### src/rtl/pulse_width_meter_if.sv
// Read-side bus of the pulse width meter: channel select, read strobe,
// registered read data and the summary interrupt.
interface pulse_width_meter_if #(
  parameter int W     = 24,
  parameter int SEL_W = 1
);
  logic [SEL_W-1:0] sel;
  logic             rd;
  logic [W-1:0]     rd_high;
  logic [W-1:0]     rd_low;
  logic             rd_valid;
  logic [3:0]       rd_flags;
  logic             irq;

  modport master (
    output sel, rd,
    input  rd_high, rd_low, rd_valid, rd_flags, irq
  );

  modport slave (
    input  sel, rd,
    output rd_high, rd_low, rd_valid, rd_flags, irq
  );
endinterface

### src/rtl/pulse_width_meter.sv
// Multi-channel pulse width meter: measures high and low phase widths of
// asynchronous inputs in tick units and exposes them through a read port.
module pulse_width_meter #(
  parameter int CH    = 2,
  parameter int W     = 24,
  parameter int SEL_W = 1
) (
  input  logic                 clk,
  input  logic                 reset,
  input  logic                 tick,
  input  logic [CH-1:0]        en,
  input  logic [CH-1:0]        cnt,
  pulse_width_meter_if.slave   bus
);

  localparam logic [W-1:0] CNT_MAX = '1;
  localparam logic [W-1:0] CNT_ONE = W'(1);

  logic [CH-1:0] sync1_q, sync1_d;
  logic [CH-1:0] sync2_q, sync2_d;
  logic [CH-1:0] sdly_q, sdly_d;
  logic [2:0]    prime_q, prime_d;

  logic [W-1:0]  high_cnt_q [CH];
  logic [W-1:0]  high_cnt_d [CH];
  logic [W-1:0]  low_cnt_q  [CH];
  logic [W-1:0]  low_cnt_d  [CH];
  logic [W-1:0]  cap_high_q [CH];
  logic [W-1:0]  cap_high_d [CH];
  logic [W-1:0]  cap_low_q  [CH];
  logic [W-1:0]  cap_low_d  [CH];

  logic [CH-1:0] armed_h_q, armed_h_d;
  logic [CH-1:0] armed_l_q, armed_l_d;
  logic [CH-1:0] new_h_q, new_h_d;
  logic [CH-1:0] new_l_q, new_l_d;
  logic [CH-1:0] ovf_h_q, ovf_h_d;
  logic [CH-1:0] ovf_l_q, ovf_l_d;

  logic [W-1:0]  rd_high_q, rd_high_d;
  logic [W-1:0]  rd_low_q, rd_low_d;
  logic [3:0]    rd_flags_q, rd_flags_d;
  logic          rd_valid_q, rd_valid_d;
  logic          irq_q, irq_d;

  logic [31:0]   sel_ext;
  logic [CH-1:0] rise, fall, rd_hit;

  // The synchronizer restarts from 0 after reset, so the first apparent rise
  // is an artifact; edges are ignored until all three stages hold real samples.
  assign rise    = {CH{prime_q[2]}} & sync2_q & ~sdly_q;
  assign fall    = {CH{prime_q[2]}} & ~sync2_q & sdly_q;
  assign sel_ext = 32'(bus.sel);

  always_comb begin
    rd_hit = '0;
    for (int i = 0; i < CH; i++) begin
      rd_hit[i] = bus.rd && (sel_ext == 32'(i));
    end
  end

  always_comb begin
    sync1_d    = cnt;
    sync2_d    = sync1_q;
    sdly_d     = sync2_q;
    prime_d    = {prime_q[1:0], 1'b1};
    high_cnt_d = high_cnt_q;
    low_cnt_d  = low_cnt_q;
    cap_high_d = cap_high_q;
    cap_low_d  = cap_low_q;
    armed_h_d  = armed_h_q;
    armed_l_d  = armed_l_q;
    new_h_d    = new_h_q;
    new_l_d    = new_l_q;
    ovf_h_d    = ovf_h_q;
    ovf_l_d    = ovf_l_q;

    for (int i = 0; i < CH; i++) begin
      // Read-clear comes first so that any set below overrides it.
      if (rd_hit[i]) begin
        new_h_d[i] = 1'b0;
        new_l_d[i] = 1'b0;
        ovf_h_d[i] = 1'b0;
        ovf_l_d[i] = 1'b0;
      end

      if (en[i]) begin
        if (fall[i]) begin
          high_cnt_d[i] = '0;
          armed_l_d[i]  = 1'b1;
          if (armed_h_q[i]) begin
            cap_high_d[i] = high_cnt_q[i];
            new_h_d[i]    = 1'b1;
            ovf_h_d[i]    = (high_cnt_q[i] == CNT_MAX);
          end
        end else if (tick && sync2_q[i]) begin
          if (high_cnt_q[i] == CNT_MAX) begin
            ovf_h_d[i] = 1'b1;
          end else begin
            high_cnt_d[i] = high_cnt_q[i] + CNT_ONE;
          end
        end

        if (rise[i]) begin
          low_cnt_d[i] = '0;
          armed_h_d[i] = 1'b1;
          if (armed_l_q[i]) begin
            cap_low_d[i] = low_cnt_q[i];
            new_l_d[i]   = 1'b1;
            ovf_l_d[i]   = (low_cnt_q[i] == CNT_MAX);
          end
        end else if (tick && !sync2_q[i]) begin
          if (low_cnt_q[i] == CNT_MAX) begin
            ovf_l_d[i] = 1'b1;
          end else begin
            low_cnt_d[i] = low_cnt_q[i] + CNT_ONE;
          end
        end
      end else begin
        high_cnt_d[i] = '0;
        low_cnt_d[i]  = '0;
        armed_h_d[i]  = 1'b0;
        armed_l_d[i]  = 1'b0;
      end
    end
  end

  // Read data returns the pre-update capture registers and flags.
  always_comb begin
    rd_high_d  = rd_high_q;
    rd_low_d   = rd_low_q;
    rd_flags_d = rd_flags_q;
    rd_valid_d = bus.rd;
    irq_d      = |{new_h_q, new_l_q};
    if (bus.rd) begin
      rd_high_d  = '0;
      rd_low_d   = '0;
      rd_flags_d = '0;
      for (int i = 0; i < CH; i++) begin
        if (sel_ext == 32'(i)) begin
          rd_high_d  = cap_high_q[i];
          rd_low_d   = cap_low_q[i];
          rd_flags_d = {ovf_h_q[i], ovf_l_q[i], new_h_q[i], new_l_q[i]};
        end
      end
    end
  end

  always_ff @(posedge clk or posedge reset) begin
    if (reset) begin
      sync1_q    <= '0;
      sync2_q    <= '0;
      sdly_q     <= '0;
      prime_q    <= '0;
      high_cnt_q <= '{default: '0};
      low_cnt_q  <= '{default: '0};
      cap_high_q <= '{default: '0};
      cap_low_q  <= '{default: '0};
      armed_h_q  <= '0;
      armed_l_q  <= '0;
      new_h_q    <= '0;
      new_l_q    <= '0;
      ovf_h_q    <= '0;
      ovf_l_q    <= '0;
      rd_high_q  <= '0;
      rd_low_q   <= '0;
      rd_flags_q <= '0;
      rd_valid_q <= 1'b0;
      irq_q      <= 1'b0;
    end else begin
      sync1_q    <= sync1_d;
      sync2_q    <= sync2_d;
      sdly_q     <= sdly_d;
      prime_q    <= prime_d;
      high_cnt_q <= high_cnt_d;
      low_cnt_q  <= low_cnt_d;
      cap_high_q <= cap_high_d;
      cap_low_q  <= cap_low_d;
      armed_h_q  <= armed_h_d;
      armed_l_q  <= armed_l_d;
      new_h_q    <= new_h_d;
      new_l_q    <= new_l_d;
      ovf_h_q    <= ovf_h_d;
      ovf_l_q    <= ovf_l_d;
      rd_high_q  <= rd_high_d;
      rd_low_q   <= rd_low_d;
      rd_flags_q <= rd_flags_d;
      rd_valid_q <= rd_valid_d;
      irq_q      <= irq_d;
    end
  end

  assign bus.rd_high  = rd_high_q;
  assign bus.rd_low   = rd_low_q;
  assign bus.rd_flags = rd_flags_q;
  assign bus.rd_valid = rd_valid_q;
  assign bus.irq      = irq_q;

endmodule

### src/flat_wrapper.sv
// flat-port wrapper written by rule: the top's interface ports become plain ports
module pulse_width_meter_flat 
#(
  parameter int CH    = 2,
  parameter int W     = 24,
  parameter int SEL_W = 1
)
  (clk, reset, tick, en, cnt, bus_sel, bus_rd, bus_rd_high, bus_rd_low, bus_rd_valid, bus_rd_flags, bus_irq);
  pulse_width_meter_if #(.W(W), .SEL_W(SEL_W)) bus_i ();
  input  logic clk;
  input  logic reset;
  input  logic tick;
  input  logic [CH-1:0] en;
  input  logic [CH-1:0] cnt;
  input wire logic [$bits(bus_i.sel)-1:0] bus_sel;
  input wire logic [$bits(bus_i.rd)-1:0] bus_rd;
  output wire logic [$bits(bus_i.rd_high)-1:0] bus_rd_high;
  output wire logic [$bits(bus_i.rd_low)-1:0] bus_rd_low;
  output wire logic [$bits(bus_i.rd_valid)-1:0] bus_rd_valid;
  output wire logic [$bits(bus_i.rd_flags)-1:0] bus_rd_flags;
  output wire logic [$bits(bus_i.irq)-1:0] bus_irq;
  assign bus_i.sel = bus_sel;
  assign bus_i.rd = bus_rd;
  assign bus_rd_high = bus_i.rd_high;
  assign bus_rd_low = bus_i.rd_low;
  assign bus_rd_valid = bus_i.rd_valid;
  assign bus_rd_flags = bus_i.rd_flags;
  assign bus_irq = bus_i.irq;
  pulse_width_meter #(.CH(CH), .W(W), .SEL_W(SEL_W)) u_core (.clk(clk), .reset(reset), .tick(tick), .en(en), .cnt(cnt), .bus(bus_i));
endmodule
### config.mk
export PLATFORM = sky130hd
export DESIGN_NAME = pulse_width_meter_flat
export DESIGN_NICKNAME = d
export VERILOG_FILES = /design/src/rtl/pulse_width_meter_if.sv /design/src/rtl/pulse_width_meter.sv /design/src/flat_wrapper.sv
export SDC_FILE = /design/constraint.sdc
export NUM_CORES = 1
export LEC_CHECK = 0
export CAP_MARGIN = 20
export CORE_UTILIZATION = 28
export CTS_CLUSTER_DIAMETER = 150
export DETAILED_ROUTE_END_ITERATION = 7
export GPL_ROUTABILITY_DRIVEN = 0
export GPL_TIMING_DRIVEN = 1
export PLACE_DENSITY = 0.51
export RECOVER_POWER = 100
export SLEW_MARGIN = 0
export SYNTH_ARGS = -nofsm -noshare
export SYNTH_HDL_FRONTEND = slang
export SYNTH_SLANG_ARGS = --single-unit
### constraint.sdc
create_clock -name clk -period 11.1 [get_ports clk]
set_clock_uncertainty 0.1 [all_clocks]
set_input_delay 2.22 -clock clk [delete_from_list [all_inputs] [get_ports clk]]
set_output_delay 2.22 -clock clk [all_outputs]
set_load 0.01 [all_outputs]
* Yosys cells after proc, flatten, opt, wreduce, memory -nomap -nowiden
Cells that the tools add are included.
** Word-level totals
- Bits in registers :: 267
- Word-level logic and storage cells :: 139
- Bits of input ports :: 9
** Cells by class
- Multiplexer cells :: 70
- $add $sub $neg :: 4
- Equality and inequality tests :: 16
- Reductions and logical operators :: 18
- Bitwise operators :: 6
** Operators by type and width (count)
- 24-bit two-way mux :: 20
- 24-bit by 1-bit adder with 24-bit output, second input constant :: 4
- 24-bit equality test, second input constant :: 4
- 1-bit two-way mux :: 48
- 32-bit logical NOT :: 1
- 3-bit by 1-bit inequality test with 1-bit output, second input constant :: 4
- 3-bit by 2-bit inequality test with 1-bit output, second input constant :: 4
- 3-bit AND reduction :: 4
- 2-bit AND :: 4
- 4-bit two-way mux :: 2
- 2-bit by 1-bit inequality test with 1-bit output, second input constant :: 4
- 2-bit AND reduction :: 4
- 1-bit logical AND :: 6
- 2-bit NOT :: 2
- 4-bit OR reduction :: 1
- 1-bit logical NOT :: 2

* Longest topological paths before layout
Gate-level depths: netlist of run 1.
- Word-level depth :: 7
- Mapped depth :: 7
- Gate-level depth less buffers :: 6

* Least setup slack after synthesis of run 1
OpenSTA, ideal clock, no wires.
- Kind :: input-to-reg
- Start point :: input tick
- End point :: register u_core.low_cnt_q[3] in the netlist's numbering
- Cell stages on the path :: 7
- Buffers on the path :: 2
- Setup time :: 0.078 ns
- Data arrival time :: 3.625 ns
- Path slack :: 7.297 ns
- Cells stage by stage :: buf_6 nor2b_1 and3_1 o21ai_0 clkbuf_1 or3_1 a21oi_1
** On the way
- Longest elaborated chain between the ends :: 3
** Ends and longest elaborated chain
- start: declaration :: RTL line flat_wrapper.sv:12 : input logic tick;
- 1-bit logical AND :: RTL line pulse_width_meter.sv:112 : end else if (tick && !sync2_q[i]) begin
- 3-bit by 1-bit inequality test with 1-bit output (no line)
- 2-bit AND reduction (no line)
- end signal: assignment :: RTL line pulse_width_meter.sv:176 : low_cnt_q <= low_cnt_d;
- end: declaration :: RTL line pulse_width_meter.sv:26 : logic [W-1:0] low_cnt_q [CH];
Every way passes these cells.
A chain may end at the register's enable or synchronous reset.

==> out/qor.txt, run 1 <==
Share of the synthesized area in the top cell type = 55.8%
Post-synthesis cell area = 12000 um^2
TritonCTS Sinks = 267
Async S/R FF share, synth = 100%
R2R Path End = u_core.high_cnt_q[43]$_DFFE_PP0P_
Worst Path Max Fanout = 86
Final design utilization = 33.5%
Clock buffer depth = 3
CP Class = input port to asynchronous set/reset pin
Seq/Total Area, Yosys = 55.8%
Most Frequent Cell on Critical Path = buf_4
Crit path time final = 6080 ps
Worst Max-Slew Pin Slew = 4170 ps
Critical path arrival = 6610 ps
Die ar. = 43600 um^2
Critical-path cell list = dlygate4sd3_1 > clkinvlp_2 > buf_4 > buf_4
Peak VDD IR = 0.0000811 V
Die height = 209 um
Final WL = 28.8 mm
Vias in the first global route = 8334
Syn Nets = 1099
Area Growth Syn to Fin = 17.5%
Ports = 63
Hold_sp = u_core.prime_q[1]$_DFF_PP0_
DRT Pass-1 Iters = 5
Fin. Hold Viols = 0
CP peak stage delay = 2120 ps
Cells after DPL = 1642
Reg2reg start = u_core.high_cnt_q[44]$_DFFE_PP0P_
Final non-filler cell total = 1696
Most common cell after layout, fill and taps aside = dfrtp_1
Slowest CP cell = clkinvlp_2
Total grt overflow = 0
Final Max Slew Viols = 235
Final instance area = 14100 um^2
Antenna-violating nets left = 0
Primary FF master, synth = dfrtp_1
Fin Setup TNS = 0 ps
Violations in the final reports = max-capacitance violations, max-slew violations
Leading area contributor after synthesis = dfrtp_1
Drt drc = 0
Fin crit share = 54.8%
Synth warnings = 0
Yosys reg bits = 267
Total CTS buffers = 30
Max Cap Viol = 5
Overall Power = 2.07 mW
Reg clk slew, reported paths = 60 ps
Initial antenna violation count = 1
Post-cts hold buffer count = 0
RSZ-0062 raised after global routing = false
Status = finished with violations
Detail Placement HPWL = 19.6 mm
FMAX = 164 MHz
HP Class = register to register
PostCTS Resize Cnt = 0
CP required = 11630 ps
EDFF count, synth = 0
Leakage = 6.14 nW
Most frequent cells in the layout = dfrtp_1, nor2_1, mux2_2, a21oi_1
Total power divided by cell area = 147 nW/um^2
Synth cell types = 59
Area contributors post-synth = dfrtp_1, mux2_2, mux2i_1, nor2_1, a21oi_1
Number of setup buffers added after CTS = 0
Share of cells above drive strength 1 = 13.0%
DR vias = 8327
Crit end category = asynchronous set/reset pin
Hold depth = 0
Clk root buf = clkbuf_16
H-Tree Depth = 1
DR WL/cell = 17.0 um
Largest net degree at the start of global routing = 87
FF-to-FF path depth = 5
Worst-Skew Late Latency = 550 ps
Element type at the critical path start = input port
Worst hold endpoint = u_core.prime_q[2]$_DFF_PP0_
DR vias/cell = 4.91
R2R Setup Slk = 8220 ps
Die Width = 209 um
Starting Density = 28.5%
Total GRT Usage = 13.5%
Global-route wire length before repair = 47.3 mm
1st-iter DRT viols = 595
Placeable core area = 42000 um^2
Num rows = 75
Layout Nets = 1148
Synth Area per Inst = 11.0 um^2
CTS tree = built
Final setup viols = 0
Headroom to the max-slew limit = -178%
Placed Area = 13100 um^2
# port buffers = 62
Post-synthesis cell count = 1086
## flip-flops by register name, indices dropped and copies added, names as in the netlist, 2 cells and up
register	cells
u_core.armed_h_q	2
u_core.armed_l_q	2
u_core.bus.rd_flags	4
u_core.bus.rd_high	24
u_core.bus.rd_low	24
u_core.cap_high_q	48
u_core.cap_low_q	48
u_core.high_cnt_q	48
u_core.low_cnt_q	48
u_core.new_h_q	2
u_core.new_l_q	2
u_core.ovf_h_q	2
u_core.ovf_l_q	2
u_core.prime_q	3
u_core.sdly_d	2
u_core.sdly_q	2
u_core.sync1_q	2
## routing by layer
metal	track usage [%]	vias to the layer above	part of all wire (%)	wire length, um
met5	0	-	0	0
met4	3.63	0	1.8	505
met3	1.80	30	2.9	830
met2	20.2	111	44	12700
met1	20.2	4175	51	14700
li1	-	4011	-	-
## per-stage QoR
stage               hold WS [ps]  setup slack (ps)
detailed placement           239              6200
global placement             232              6190
finish                       248              5020
CTS                          252              6770
floorplan                    231              1430
global route                 275              4170
## worst max-delay path: cells and delay by family
kind	cells	cell delay (ps)
buf+inv	4	4290
## worst max-delay path by stage
stage                     cells after the start  slack, ps   from                           endpoint
after floorplan                               1       1430  reset    u_core.armed_h_q[0]$_DFFE_PP0P_
after CTS                                     4       6770  reset  u_core.high_cnt_q[40]$_DFFE_PP0P_
after global placement                        4       6190  reset  u_core.high_cnt_q[35]$_DFFE_PP0P_
after detailed placement                      4       6200  reset  u_core.high_cnt_q[41]$_DFFE_PP0P_
after global routing                          4       4170  reset  u_core.high_cnt_q[40]$_DFFE_PP0P_
final                                         4       5020  reset  u_core.cap_high_q[31]$_DFFE_PP0P_
## cell families after synthesis
| logic type | count (synthesis) | synth area share, % |
|---|---|---|
| AND/OR/NAND/NOR | 369 | 15.7 |
| adder cells (fa/ha/maj) | 4 | 0.418 |
| buffers and inverters | 68 | 2.29 |
| flip-flops | 267 | 55.8 |
| XOR/XNOR | 55 | 4.02 |
| other | 1 | 0.0313 |
| multiplexers | 142 | 12.8 |
| AO/OA/AOI/OAI | 180 | 9.04 |
## synth_stat cells, drive strengths merged, types with 18 or more instances
| master | number |
|---|---|
| mux2 | 87 |
| nand2 | 60 |
| clkbuf | 46 |
| a211oi | 18 |
| nor2 | 126 |
| a21oi | 85 |
| mux2i | 55 |
| nand4 | 28 |
| o21ai | 31 |
| xnor2 | 48 |
| nand3 | 39 |
| dfrtp | 267 |
## final cells by class
cell class	instances	area, um^2
clock inverter	7	60.1
fill	4232	28000
antenna	1	2.50
inverter	12	46.3
tap	539	674
timing repair buffer	73	672
multi-input combinational	751	5030
clock buffer	46	902
sequential	267	6680
## report_power, final
group	switching [mW]	internal (mW)
Combinational	0.0662	0.0397
Clock	0.385	0.577
Sequential	0.0127	0.993
Total	0.464	1.61
Note: power is estimated with default switching activity, not from simulation.
==> inputs of run 2 (changes only) <==
==> constraint.sdc (replaced) <==
create_clock -name clk -period 5.7 [get_ports clk]
set_clock_uncertainty 0.1 [all_clocks]
set_input_delay 1.14 -clock clk [delete_from_list [all_inputs] [get_ports clk]]
set_output_delay 1.14 -clock clk [all_outputs]
set_load 0.01 [all_outputs]
==> out/qor.txt, run 2 (synthesis gave the netlist of run 1 again) <==
Worst Max-Slew Pin Slew = 2620 ps (was 4170 ps)
Ports = 63 (unchanged)
Total power divided by cell area = 288 nW/um^2 (was 147 nW/um^2)
Total GRT Usage = 13.5% (about the same)
CTS tree = built (unchanged)
DR WL/cell = 17.2 um (was 17.0 um)
FMAX = 270 MHz
Placeable core area = 42000 um^2 (unchanged)
Fin crit share = 64.9%
Die height = 209 um (unchanged)
Total grt overflow = 0 (unchanged)
Worst hold endpoint = u_core.sdly_d[0]$_DFF_PP0_ (was u_core.prime_q[2]$_DFF_PP0_)
Area Growth Syn to Fin = 17.4% (was 17.5%)
Max Cap Viol = 5 (unchanged)
HP Class = register to register (unchanged)
Initial antenna violation count = 1 (unchanged)
Crit path time final = 3700 ps
Reg2reg start = u_core.high_cnt_q[43]$_DFFE_PP0P_ (was u_core.high_cnt_q[44]$_DFFE_PP0P_)
Status = finished with violations (unchanged)
# port buffers = 62 (unchanged)
Hold_sp = u_core.sync1_q[0]$_DFF_PP0_ (was u_core.prime_q[1]$_DFF_PP0_)
Worst Path Max Fanout = 104 (was 86)
CP peak stage delay = 1810 ps (was 2120 ps)
Reg clk slew, reported paths = 60 ps (about the same)
Starting Density = 28.5% (unchanged)
Element type at the critical path start = input port (unchanged)
Overall Power = 4.05 mW (was 2.07 mW)
Setup ws final = 2000 ps (was 5020 ps)
Headroom to the max-slew limit = -74.5% (was -178%)
Die Width = 209 um (unchanged)
DRT Pass-1 Iters = 4 (was 5)
R2R Setup Slk = 2860 ps (was 8220 ps)
Critical-path cell list = dlygate4sd3_1 > clkinvlp_2 > clkbuf_2 (was dlygate4sd3_1 > clkinvlp_2 > buf_4 > buf_4)
Buf/Inv on CP = 3 (was 4)
Most frequent cells in the layout = dfrtp_1, nor2_1, mux2_2, a21oi_1 (unchanged)
Critical path arrival = 3700 ps (was 6610 ps)
Final Max Slew Viols = 388 (was 235)
Hold depth = 0 (unchanged)
Most common cell after layout, fill and taps aside = dfrtp_1 (unchanged)
CP delay by family, top = buffers and inverters (unchanged)
PostCTS Resize Cnt = 0 (unchanged)
Die ar. = 43600 um^2 (unchanged)
Final WL = 29.2 mm (was 28.8 mm)
Detail Placement HPWL = 19.6 mm (about the same)
Total area of sequential cells = 6680 um^2 (unchanged)
Antenna-violating nets left = 0 (unchanged)
Final instance area = 14100 um^2 (about the same)
Leakage = 6.13 nW (was 6.14 nW)
RSZ-0062 raised after global routing = false (unchanged)
CP required = 5700 ps (was 11630 ps)
Multi-input gate area = 5030 um^2 (unchanged)
R2R Path End = u_core.high_cnt_q[41]$_DFFE_PP0P_ (was u_core.high_cnt_q[43]$_DFFE_PP0P_)
Post-place setup slack = 1830 ps (was 6200 ps)
Largest net degree at the start of global routing = 164 (was 87)
DR vias = 8256 (was 8327)
Final-layout fill cell count = 4189 (was 4232)
Global-route wire length before repair = 47.5 mm (was 47.3 mm)
CP Class = input port to asynchronous set/reset pin (unchanged)
Total CTS buffers = 29 (was 30)
Clk root buf = clkbuf_16 (unchanged)
Peak VDD IR = 0.000179 V (was 0.0000811 V)
Vias in the first global route = 8231 (was 8334)
Clock buffer depth = 3 (unchanged)
H-Tree Depth = 1 (unchanged)
Layout Nets = 1147 (was 1148)
Slowest CP cell = clkbuf_2 (was clkinvlp_2)
Share of cells above drive strength 1 = 13.1% (was 13.0%)
Final design utilization = 33.5% (about the same)
Final setup viols = 0 (unchanged)
Fin Setup TNS = 0 ps (unchanged)
Post-cts hold buffer count = 0 (unchanged)
1st-iter DRT viols = 719 (was 595)
Drt drc = 0 (unchanged)
Num rows = 75 (unchanged)
FF-to-FF path depth = 5 (unchanged)
Placed Area = 13200 um^2 (was 13100 um^2)
Cells after DPL = 1642 (unchanged)
TritonCTS Sinks = 267 (unchanged)
Final non-filler cell total = 1696 (unchanged)
Hold_ws = 248 ps (about the same)
DR vias/cell = 4.87 (was 4.91)
Fin. Hold Viols = 0 (unchanged)
Worst-Skew Late Latency = 560 ps (was 550 ps)
Crit end category = asynchronous set/reset pin (unchanged)
Violations in the final reports = max-capacitance violations, max-slew violations (unchanged)
Number of setup buffers added after CTS = 0 (unchanged)
==> run 2: area by class of cell <==
| type | instances | area share (%) |
|---|---|---|
| clock buffer | 43 | 6.03 |
| timing repair buffer | 73 | 4.78 |
| clock inverter | 10 | 0.783 |
| tap | 539 | 4.79 |
| inverter | 12 | 0.329 |
| antenna | 1 | 0.0178 |
| multi-input combinational | 751 | 35.8 |
| sequential | 267 | 47.5 |
==> run 2: routing by layer <==
layer	part of all wire, %	wire, um	vias to the layer above	GRT usage, %
li1	-	-	4005	-
met1	51	14900	4113	20.4
met2	44	12900	103	20.2
met3	2.9	834	35	1.76
met4	1.8	540	0	3.88
met5	0	0	-	0
==> run 2: worst max-delay path by stage <==
stage / startpoint / end / cells past startpoint
floorplan: reset / u_core.armed_h_q[0]$_DFFE_PP0P_ / 1
global placement: tick / u_core.low_cnt_q[5]$_DFFE_PP0P_ / 7
detailed placement: tick / u_core.low_cnt_q[5]$_DFFE_PP0P_ / 7
CTS: tick / u_core.low_cnt_q[5]$_DFFE_PP0P_ / 7
global route: reset / u_core.cap_high_q[36]$_DFFE_PP0P_ / 3
finish: reset / u_core.bus.rd_high[17]$_DFFE_PP0P_ / 3
==> run 2: worst reg2reg max path, cell delays in order, from the launching register on <==
cell and delay (ps):
dfrtp_1 450, nand4_1 230, or4_2 790, o21ai_0 790, or4_2 260, a21oi_1 60
==> run 2: power by group <==
group | leakage, nW | internal (mW) | switching (mW) | total, mW
logic | 2.04 | 0.0724 | 0.129 | 0.201
clock network | 0.473 | 1.12 | 0.770 | 1.89
registers | 3.63 | 1.93 | 0.0259 | 1.96
